$ cat src/rtl/softmax_sum_normalize.sv
// Softmax front/back end: buffers 32 exp values, issues their Q6.26 sum to the
// reciprocal unit, then streams exp * (1/sum) as rounded Q0.16 probabilities.
module softmax_sum_normalize #(
  parameter int NUM_ELEMS   = 32,
  parameter int EXP_WIDTH   = 16,
  parameter int SUM_WIDTH   = 32,
  parameter int RECIP_WIDTH = 16
) (
  input  logic                   i_clk,
  input  logic                   i_rst_n,
  input  logic                   i_exp_valid,
  input  logic [EXP_WIDTH-1:0]   i_exp,
  output logic                   o_exp_ready,
  output logic                   o_sum_valid,
  output logic [SUM_WIDTH-1:0]   o_sum,
  input  logic                   i_recip_valid,
  input  logic [RECIP_WIDTH-1:0] i_recip,
  output logic                   o_prob_valid,
  output logic [EXP_WIDTH-1:0]   o_prob,
  output logic                   o_prob_last,
  input  logic                   i_prob_ready,
  output logic                   o_busy
);

  localparam int CNT_W  = $clog2(NUM_ELEMS);
  localparam int IDX_W  = CNT_W + 1;
  localparam int PROD_W = EXP_WIDTH + RECIP_WIDTH;

  typedef enum logic [1:0] {
    S_ACCUM,
    S_ISSUE,
    S_WAIT,
    S_NORM
  } state_e;

  state_e                 state_q;
  logic [CNT_W-1:0]       cnt_q;
  logic [IDX_W-1:0]       idx_q;
  logic [RECIP_WIDTH-1:0] recip_q;
  logic [SUM_WIDTH-1:0]   accum_q;
  logic [SUM_WIDTH-1:0]   sum_q;
  logic                   sumValid_q;
  logic [EXP_WIDTH-1:0]   prob_q;
  logic                   probValid_q;
  logic                   probLast_q;
  logic [EXP_WIDTH-1:0]   expBuf_q [NUM_ELEMS];

  logic                   expFire;
  logic                   lastExp;
  logic [SUM_WIDTH-1:0]   expTerm;
  logic [SUM_WIDTH-1:0]   accum_d;
  logic                   canLoad;
  logic                   lastOut;
  logic [EXP_WIDTH-1:0]   bufRd;
  logic [PROD_W-1:0]      roundProd;
  logic [EXP_WIDTH-1:0]   prob_d;

  assign expFire = i_exp_valid && (state_q == S_ACCUM);
  assign lastExp = (cnt_q == CNT_W'(NUM_ELEMS - 1));
  // Q0.16 -> Q6.26 alignment; the first element of a vector reloads the sum.
  assign expTerm = {{(SUM_WIDTH - EXP_WIDTH){1'b0}}, i_exp} << 10;
  assign accum_d = (cnt_q == '0) ? expTerm : accum_q + expTerm;

  // Max product 0xFFFE0001 plus the half-LSB still fits in PROD_W bits.
  assign bufRd     = expBuf_q[idx_q[CNT_W-1:0]];
  assign roundProd = PROD_W'(bufRd) * PROD_W'(recip_q) + PROD_W'(1 << (RECIP_WIDTH - 1));
  assign prob_d    = EXP_WIDTH'(roundProd >> RECIP_WIDTH);

  assign canLoad = (state_q == S_NORM) && (idx_q < IDX_W'(NUM_ELEMS)) &&
                   (!probValid_q || i_prob_ready);
  assign lastOut = probValid_q && probLast_q && i_prob_ready;

  always_ff @(posedge i_clk or negedge i_rst_n) begin
    if (!i_rst_n) begin
      state_q     <= S_ACCUM;
      cnt_q       <= '0;
      idx_q       <= '0;
      recip_q     <= '0;
      accum_q     <= '0;
      sum_q       <= '0;
      sumValid_q  <= 1'b0;
      prob_q      <= '0;
      probValid_q <= 1'b0;
      probLast_q  <= 1'b0;
    end else begin
      case (state_q)
        S_ACCUM: begin
          if (expFire) begin
            accum_q <= accum_d;
            cnt_q   <= cnt_q + 1'b1;
            if (lastExp) begin
              sum_q      <= accum_d;
              sumValid_q <= 1'b1;
              state_q    <= S_ISSUE;
            end
          end
        end
        S_ISSUE: begin
          sumValid_q <= 1'b0;
          state_q    <= S_WAIT;
        end
        S_WAIT: begin
          if (i_recip_valid) begin
            recip_q <= i_recip;
            idx_q   <= '0;
            state_q <= S_NORM;
          end
        end
        S_NORM: begin
          if (canLoad) begin
            prob_q      <= prob_d;
            probLast_q  <= (idx_q == IDX_W'(NUM_ELEMS - 1));
            probValid_q <= 1'b1;
            idx_q       <= idx_q + 1'b1;
          end else if (probValid_q && i_prob_ready) begin
            probValid_q <= 1'b0;
          end
          // Final downstream handshake returns the block to idle.
          if (lastOut) begin
            probValid_q <= 1'b0;
            probLast_q  <= 1'b0;
            cnt_q       <= '0;
            idx_q       <= '0;
            state_q     <= S_ACCUM;
          end
        end
        default: state_q <= S_ACCUM;
      endcase
    end
  end

  // Storage only; contents after reset are never observed before being written.
  always_ff @(posedge i_clk) begin
    if (expFire) begin
      expBuf_q[cnt_q] <= i_exp;
    end
  end

  assign o_exp_ready  = (state_q == S_ACCUM);
  assign o_sum_valid  = sumValid_q;
  assign o_sum        = sum_q;
  assign o_prob_valid = probValid_q;
  assign o_prob       = prob_q;
  assign o_prob_last  = probLast_q;
  assign o_busy       = !((state_q == S_ACCUM) && (cnt_q == '0));

endmodule

$ cat config.mk
export PLATFORM = sky130hd
export DESIGN_NAME = softmax_sum_normalize
export DESIGN_NICKNAME = d
export VERILOG_FILES = /design/src/rtl/softmax_sum_normalize.sv
export SDC_FILE = /design/constraint.sdc
export NUM_CORES = 1
export LEC_CHECK = 0
export ABC_AREA = 1
export CAP_MARGIN = 30
export CORE_UTILIZATION = 43
export CTS_CLUSTER_DIAMETER = 150
export DETAILED_ROUTE_END_ITERATION = 10
export PLACE_DENSITY_LB_ADDON = 0.15
export SLEW_MARGIN = 0
export SYNTH_ARGS = -nofsm -noshare
export SYNTH_HDL_FRONTEND = slang
export SYNTH_SLANG_ARGS = --single-unit
$ cat constraint.sdc
create_clock -name i_clk -period 6.6 [get_ports i_clk]
set_clock_uncertainty 0.15 [all_clocks]
set_input_delay 1.98 -clock i_clk [delete_from_list [all_inputs] [get_ports i_clk]]
set_output_delay 1.98 -clock i_clk [all_outputs]
set_load 0.005 [all_outputs]
# Word level (Yosys, flattened, before mapping)
# Memories as Yosys holds them, arrays and structs flattened.
# Cells that the tools add are included.
# word_totals
ramBits,512
mem_bits_ro,0
in_bits,37
word_cells,77
out_inout_bits,53
mem_count,1
latch_bits,0
reg_bits,112
# memory_table
memory,words,width,rd,rd_ports_with_merged_regs,wr,line_no,rtl
expBuf_q,32,16,1,0,1,46,logic [EXP_WIDTH-1:0] expBuf_q [NUM_ELEMS];
# op_classes
order_cmp,1
shift,0
mul,1
n_addsub,4
n_mux,23
n_eq_ne,10
n_div,0
reduce_logical,27
n_bitwise,0
# op_table
op,n
"adder 32 x 16 -> 32 bit, second input constant",1
adder 32 x 26 -> 32 bit,1
multiplier 16 x 16 -> 32 bit,1
2-to-1 mux 32 bit,1
2-to-1 mux 6 bit,3
one-hot mux 6 bit (2 select lines),1
AND reduction 3 bit,4
2-to-1 mux 5 bit,2
one-hot mux 5 bit (2 select lines),1
AND reduction 2 bit,5
2-to-1 mux 1 bit,9
2-to-1 mux 2 bit,4
one-hot mux 2 bit (4 select lines),1
nonzero test 2 bit,4
logical AND 1 bit,7
"adder 6 x 1 -> 6 bit, second input constant",1
"equality test 6 x 5 -> 1 bit, second input constant",1
"< comparator 6 bit, second input constant",1
"adder 5 x 1 -> 5 bit, second input constant",1
"equality test 5 bit, second input constant",1
logical NOT 5 bit,1
"equality test 2 bit, second input constant",2
"inequality test 2 x 1 -> 1 bit, second input constant",2
"inequality test 2 bit, second input constant",2
8 further kinds,9

# Depth between registers and ports, before layout
# Gate-level depths: netlist of the first run.
# logic_depth
word_depth,6
depth_mapped,36
mapped_depth_nobuf,33

# Worst setup path after synthesis of the first run
# Ideal clock, no wire load.
# synth_path
path_kind,register to register
start,register idx_q[0]
end,"register prob_q[13], in the netlist o_prob[13]"
setup_ps,118
stages_incl_launch_ff,35
arrival_time_ps,6287
period_less_slack_ps,6555
slack_ps,45
path_buffers,5
t_required_ps,6332
cell_sequence,dfrtp_1 buf_4 inv_2 buf_6 buf_4 buf_2 buf_2 nor2_1 o221ai_1 o211ai_1 nand4_1 nand2_1 inv_2 nand2_1 fa_1 inv_1 fa_1 inv_1 fa_1 inv_1 fa_1 fa_1 inv_1 fa_1 inv_1 ha_1 a21oi_1 o21a_1 o21ai_0 inv_1 nor2_1 a311oi_1 nand3_1 nand3_1 nand2_1
# synth_via
elab_chain_cells,4
word_cells_on_any_way,7
cone_classes,add/sub (1); mul (1); order compare (1); reduce/logical (3); memory (1)
# synth_lines
item,line_no,rtl
from (decl),38,logic [IDX_W-1:0] idx_q;
from (signal assigned),114,idx_q <= idx_q + 1'b1;
branches (longest 4 deep; another with multiplier 16 x 16 -> 32 bit),--,
to (signal assigned),111,prob_q <= prob_d;
to (decl),43,logic [EXP_WIDTH-1:0] prob_q;
# Several ways; the timed one is not identified.
# A chain may end at the register's enable or synchronous reset.

# Worst setup path in the final report of the first run
# layout_path
start,register idx_q[0]
end,"register prob_q[12], in the netlist o_prob[12]"
# The elaborated chain is that of the path after synthesis.

==> out/metrics.csv, run 1 <==
metric,value,unit
Tightest Pin Transition,1.02,ns
R2R Setup Slk,-0.35,ns
I/O Pins,90,
Max Buffers Root-to-Sink,3,
Port Buffer Count,89,
most frequent cells in the layout,"512 x edfxtp_1, 460 x nand2_1, 434 x nor2_1",
"Hold Vio Cnt, Final",0,
CTS sink cnt,624,
GRT Total Usage,26.7,%
Die Height,283,um
pins over their slew limit,0,
Routed wire per std cell,22.5,um
Yosys warnings,0,
Max-slew headroom,31.9,%
synth top area cells,"edfxtp_1 45%, fa_1 11%, dfrtp_1 8.3%",
main flop type after synthesis,edfxtp_1,
Critical Path RT,6.98,ns
Yosys top cell area share,45.3,%
DR iter-0 viols,2159,
gpl congestion,0.935,
"commonest non-fill, non-tap cell in the layout",edfxtp_1,
Routed Antenna Nets,0,
Mapped Cells,3252,
first-pass GRT wire length,161,mm
Max Cap Viol,0,
CP Class,flop to flop,
Initial Util,43.6,%
Hold Path Class,flop to flop,
number of flops mapped to enable cells by yosys,512,
RSZ-0062 raised after global routing,true,
Startpoint Class,flop,
Min Hold Slack,0.334,ns
core area,77800,sq um
synthesized net count,3622,
diodes inserted,0,
DRC viols,0,
vias in the first global route,26500,
drt pass-1 iters,5,
Critical Path End Type,flop,
final worst slack,-0.352,ns
clock root cell,clkbuf_16,
arrival time worst endpoint,7.33,ns
cts bufs inserted,73,
CTS tree,built,
"FFs w/ async S/R, synth",17.9,%
worst skew pair latency,0.62,ns
synth unique cells,42,
synthesized area,34000,sq um
"Clk pin slew, worst setup/hold paths",0.06,ns
share of layout cells above drive strength 1,21.4,%
pin count of the biggest net entering global routing,49,
Die W,283,um
# setup viols final,16,
post-synth top area cell,edfxtp_1,
status,finished with violations,
Tcrit/Tclk final,105,%
number of synthesized register bits,624,
CP Max Fanout,5,
GRT overflow,0,
via count,25800,
final WL,107,mm
Synth Area per Inst,10.4,sq um
Post-DP HPWL,74.4,mm
sequential-to-total area share from yosys stat,53.5,%
Final min period,6.95,ns
initial antenna violation count,0,
CTS H-tree lvls,3,
vias per inst,5.42,
failing checks,negative setup slack,
die footprint,80100,sq um
# rows,102,
max frequency,144,MHz
area grow syn2layout,27.2,%
number of nets in the layout,4021,
==> state kept, by name, indices dropped and copies added, names as in the netlist <==
signal / cells
expBuf_q: 512
accum_q: 32
o_sum: 32
o_prob: 16
recip_q: 16
idx_q: 6
cnt_q: 5
state_q: 2
o_prob_last: 1
o_prob_valid: 1
o_sum_valid: 1
==> cells by family after synthesis <==
kind of cell	count (synthesis)	synth area share [%]
muxes	1	0.0295
AOI/OAI and AO/OA	562	9.37
adders and majority gates	333	16.6
and+or+nand+nor	1187	14.1
buffers and inverters	532	6.08
xor gates and xnor gates	13	0.335
DFF	624	53.5
==> path summary, 6_finish.rpt <==
| path | from | endpoint | cells after the start |
|---|---|---|---|
| max reg2reg | idx_q[0] | o_prob[12] | 27 |
| max in group asynchronous | i_rst_n | accum_q[21] | 2 |
| min | o_sum[25] | o_sum[25] | 2 |
| min in group asynchronous | i_rst_n | o_prob[5] | 1 |
| max | idx_q[0] | o_prob[12] | 27 |
| min reg2reg | o_sum[25] | o_sum[25] | 2 |
==> timing repair <==
item | CTS | global route
setup endpoints to repair | 16 | 16
setup buffers | 40 | 20
cloned | 10 | 5
pin swaps | 109 | 134
hold buffers | 0 | 0
resized for setup | 230 | 228
==> layer usage <==
layer  part of all wire, %  routed length (um)  track usage [%]  up-vias
li1                      -                   -                -    11800
met1                    42               45400             35.2    13000
met2                    48               51200             44.1      848
met3                   6.1                6480             4.24      184
met4                   3.8                4020             10.3        0
met5                     0                   0                0        -
==> area by class of cell <==
class / count / area [sq um]
Clock buffer: 90 / 2030
Clock inverter: 44 / 522
Fill cell: 6746 / 34700
Inverter: 386 / 1480
Multi-Input combinational cell: 2096 / 15100
Sequential cell: 624 / 18200
Tap cell: 1040 / 1300
Timing Repair Buffer: 468 / 4580
Timing Repair inverter: 2 / 20.0
==> worst max-delay path, cell delays in order, from the launching register on <==
cell       delay (ns)
dfrtp_4          0.52
buf_12           0.16
bufbuf_16        0.27
buf_4            0.15
nor2_2           0.11
o22ai_1          0.09
o211ai_1         0.27
nand4_1          0.32
nand2_2          0.20
buf_6            0.12
nor2_1           0.05
fa_1             0.55
inv_1            0.06
fa_1             0.47
fa_1             0.52
inv_1            0.06
fa_1             0.55
fa_1             0.43
fa_1             0.54
ha_4             0.24
a21oi_4          0.18
o21ai_1          0.12
a21oi_2          0.18
nor2_2           0.08
a311oi_2         0.22
nand3_1          0.11
nand3_1          0.09
nand2_1          0.06
==> metrics by stage <==
stage	std cells	utilization, %	area (sq um)	TNS [ns]	setup slack [ns]
2_1_floorplan	3252	-	34000	0	0.0446
5_1_grt	4750	55.5	43200	-7.79	-0.582
3_5_place_dp	4546	49.0	38100	-8.32	-0.658
6_report	4750	55.5	43200	-4.47	-0.352
3_3_place_gp	4544	48.9	38100	-7.87	-0.643
4_1_cts	4730	54.2	42200	-3.49	-0.283
==> Yosys cell counts (all sizes together) (3+ instances only) <==
cell	n
o21a	5
edfxtp	512
o221ai	47
ha	139
a21oi	70
clkbuf	102
nor3	18
nor4	3
clkinv	6
o211ai	16
fa	194
o22ai	66
and3	4
xnor2	6
xor2	7
nand4	32
a31oi	8
nor2	490
a21o	7
o21ai	334
nand2	513
o21bai	3
nand3	115
inv	380
buf	44
dfrtp	112
nand3b	6
or2	5
Power of run 1 is not shown: default switching activity piles up to over one toggle a cycle in this logic, so the estimate is an artifact.
==> inputs of run 2 (changes only) <==
--- a/config.mk
+++ b/config.mk
@@ -9,6 +9,7 @@
 export CAP_MARGIN = 30
 export CORE_UTILIZATION = 43
 export CTS_CLUSTER_DIAMETER = 150
+export CTS_CLUSTER_SIZE = 8
 export DETAILED_ROUTE_END_ITERATION = 10
 export PLACE_DENSITY_LB_ADDON = 0.15
 export SLEW_MARGIN = 0
==> out/metrics.csv, run 2 (same netlist as run 1, synthesis figures left out) <==
metric,value,unit,change
RSZ-0062 raised after global routing,true,,unchanged
Fillers,6793,,"was 6,746"
final WL,107,mm,about the same
Final min period,7.05,ns,was 6.95 ns
Crit path depth,28,,was 27
worst r2r dst,o_prob[13],,was o_prob[12]
Multi-input gate area,14800,sq um,"was 15,100 sq um"
Max Cap Viol,0,,unchanged
"commonest non-fill, non-tap cell in the layout",edfxtp_1,,unchanged
cts bufs inserted,87,,was 73
CTS tree,built,,unchanged
core area,77800,sq um,unchanged
Critical Path End Type,flop,,unchanged
CP Max Fanout,7,,was 5
Critical Path End,o_prob[13],,was o_prob[12]
initial antenna violation count,0,,unchanged
Tightest Pin Transition,0.986,ns,was 1.02 ns
Critical Path RT,6.94,ns,was 6.98 ns
DR iter-0 viols,2123,,"was 2,159"
status,finished with violations,,unchanged
Post-CTS Hold Buffers,0,,unchanged
R2R cell count,28,,was 27
placed cell count,4546,,unchanged
CP max-delay cell,fa_2,,was fa_1
Port Buffer Count,89,,unchanged
via count,25900,,"was 25,800"
Post-DP HPWL,74.4,mm,unchanged
Hold Path Class,flop to flop,,unchanged
# setup viols final,16,,unchanged
failing checks,negative setup slack,,unchanged
Largest Register,expBuf_q,,unchanged
area grow syn2layout,25.6,%,was 27.2%
worst skew pair latency,0.65,ns,was 0.62 ns
Initial Util,43.6,%,unchanged
CP Class,flop to flop,,unchanged
final worst slack,-0.447,ns,was -0.352 ns
gpl congestion,0.935,,unchanged
Startpoint Class,flop,,unchanged
DRC viols,0,,unchanged
Die Height,283,um,unchanged
crit-path max cell delay,0.59,ns,was 0.55 ns
number of nets in the layout,4022,,"was 4,021"
CP Buf/Inv Count,7,,was 6
vias in the first global route,26500,,about the same
R2R Setup Slk,-0.45,ns,was -0.35 ns
die footprint,80100,sq um,unchanged
pin count of the biggest net entering global routing,49,,unchanged
CTS H-tree lvls,3,,unchanged
max frequency,142,MHz,was 144 MHz
"most used cell, CP",fa_2,,was fa_1
"Hold Vio Cnt, Final",0,,unchanged
Worst Setup SP,idx_q[0],,unchanged
I/O Pins,90,,unchanged
vias per inst,5.47,,was 5.42
most frequent cells in the layout,"512 x edfxtp_1, 470 x nand2_1, 452 x nor2_1",,"was 512 x edfxtp_1, 460 x nand2_1, 434 x nor2_1"
first-pass GRT wire length,162,mm,was 161 mm
Max-slew headroom,34.0,%,was 31.9%
Die W,283,um,unchanged
R2R Path Start,idx_q[0],,unchanged
Routed Antenna Nets,0,,unchanged
clock root cell,clkbuf_16,,unchanged
Largest register FFs,512,,unchanged
CTS sink cnt,624,,unchanged
Tcrit/Tclk final,107,%,was 105%
Finished Layout Cells,4728,,"was 4,750"
GRT overflow,0,,unchanged
drt pass-1 iters,6,,was 5
diodes inserted,0,,unchanged
GRT Total Usage,26.7,%,about the same
"Clk pin slew, worst setup/hold paths",0.05,ns,was 0.06 ns
# rows,102,,unchanged
share of layout cells above drive strength 1,19.3,%,was 21.4%
pins over their slew limit,0,,unchanged
Reg area,18200,sq um,unchanged
arrival time worst endpoint,7.39,ns,was 7.33 ns
Routed wire per std cell,22.6,um,was 22.5 um
Max Buffers Root-to-Sink,3,,unchanged
"delay-heaviest family, CP",adder cells,,unchanged
run 2: worst min-delay path: stages (launching register included):
cell and delay (ns):
dfrtp_1 0.34, nand2_1 0.05, nand2_1 0.05
run 2: per-layer routing:
| metal | up-vias | track usage, % | part of all wire, % |
|---|---|---|---|
| met5 | - | 0 | 0 |
| li1 | 11800 | - | - |
| met2 | 874 | 43.9 | 48 |
| met4 | 0 | 9.92 | 3.6 |
| met3 | 184 | 4.52 | 6.3 |
| met1 | 13000 | 35.5 | 42 |
run 2: how the worst min path moves through the flow:
stage	from	endpoint	slack, ns	cells past startpoint
finish	o_prob[1]	o_prob[1]	0.32	2
floorplan	accum_q[10]	accum_q[10]	0.31	2
CTS	o_prob[1]	o_prob[1]	0.33	2
global placement	o_prob[3]	o_prob[3]	0.32	2
detailed placement	o_sum[2]	o_sum[2]	0.32	2
global route	o_sum[6]	o_sum[6]	0.35	2
run 2: cell type report:
type,count,share of cell area (%)
tap,1040,3.05
clock buffer,118,5.38
timing repair inverter,3,0.0733
timing repair buffer,454,10.4
multi-input combinational,2096,34.6
inverter,386,3.50
sequential,624,42.6
clock inverter,7,0.396
run 2: metrics by stage:
step	setup slack (ns)	setup TNS [ns]	util, %	hold slack, ns	area, sq um
after floorplan	0.0446	0	-	0.307	34000
after global placement	-0.643	-7.87	48.9	0.317	38100
after detailed placement	-0.658	-8.32	49.0	0.316	38100
after CTS	-0.300	-3.87	54.0	0.325	42000
after global routing	-0.662	-8.63	54.8	0.349	42700
final	-0.447	-5.94	54.8	0.322	42700
run 2: what timing repair did:
action	CTS	global route
hold endpoints to repair	0	0
endpoints found under the setup margin	16	16
pin swaps	107	78
gates cloned	11	5
setup buffers	32	8
resized for setup	232	142
Power of run 2 is left out for the same reason.
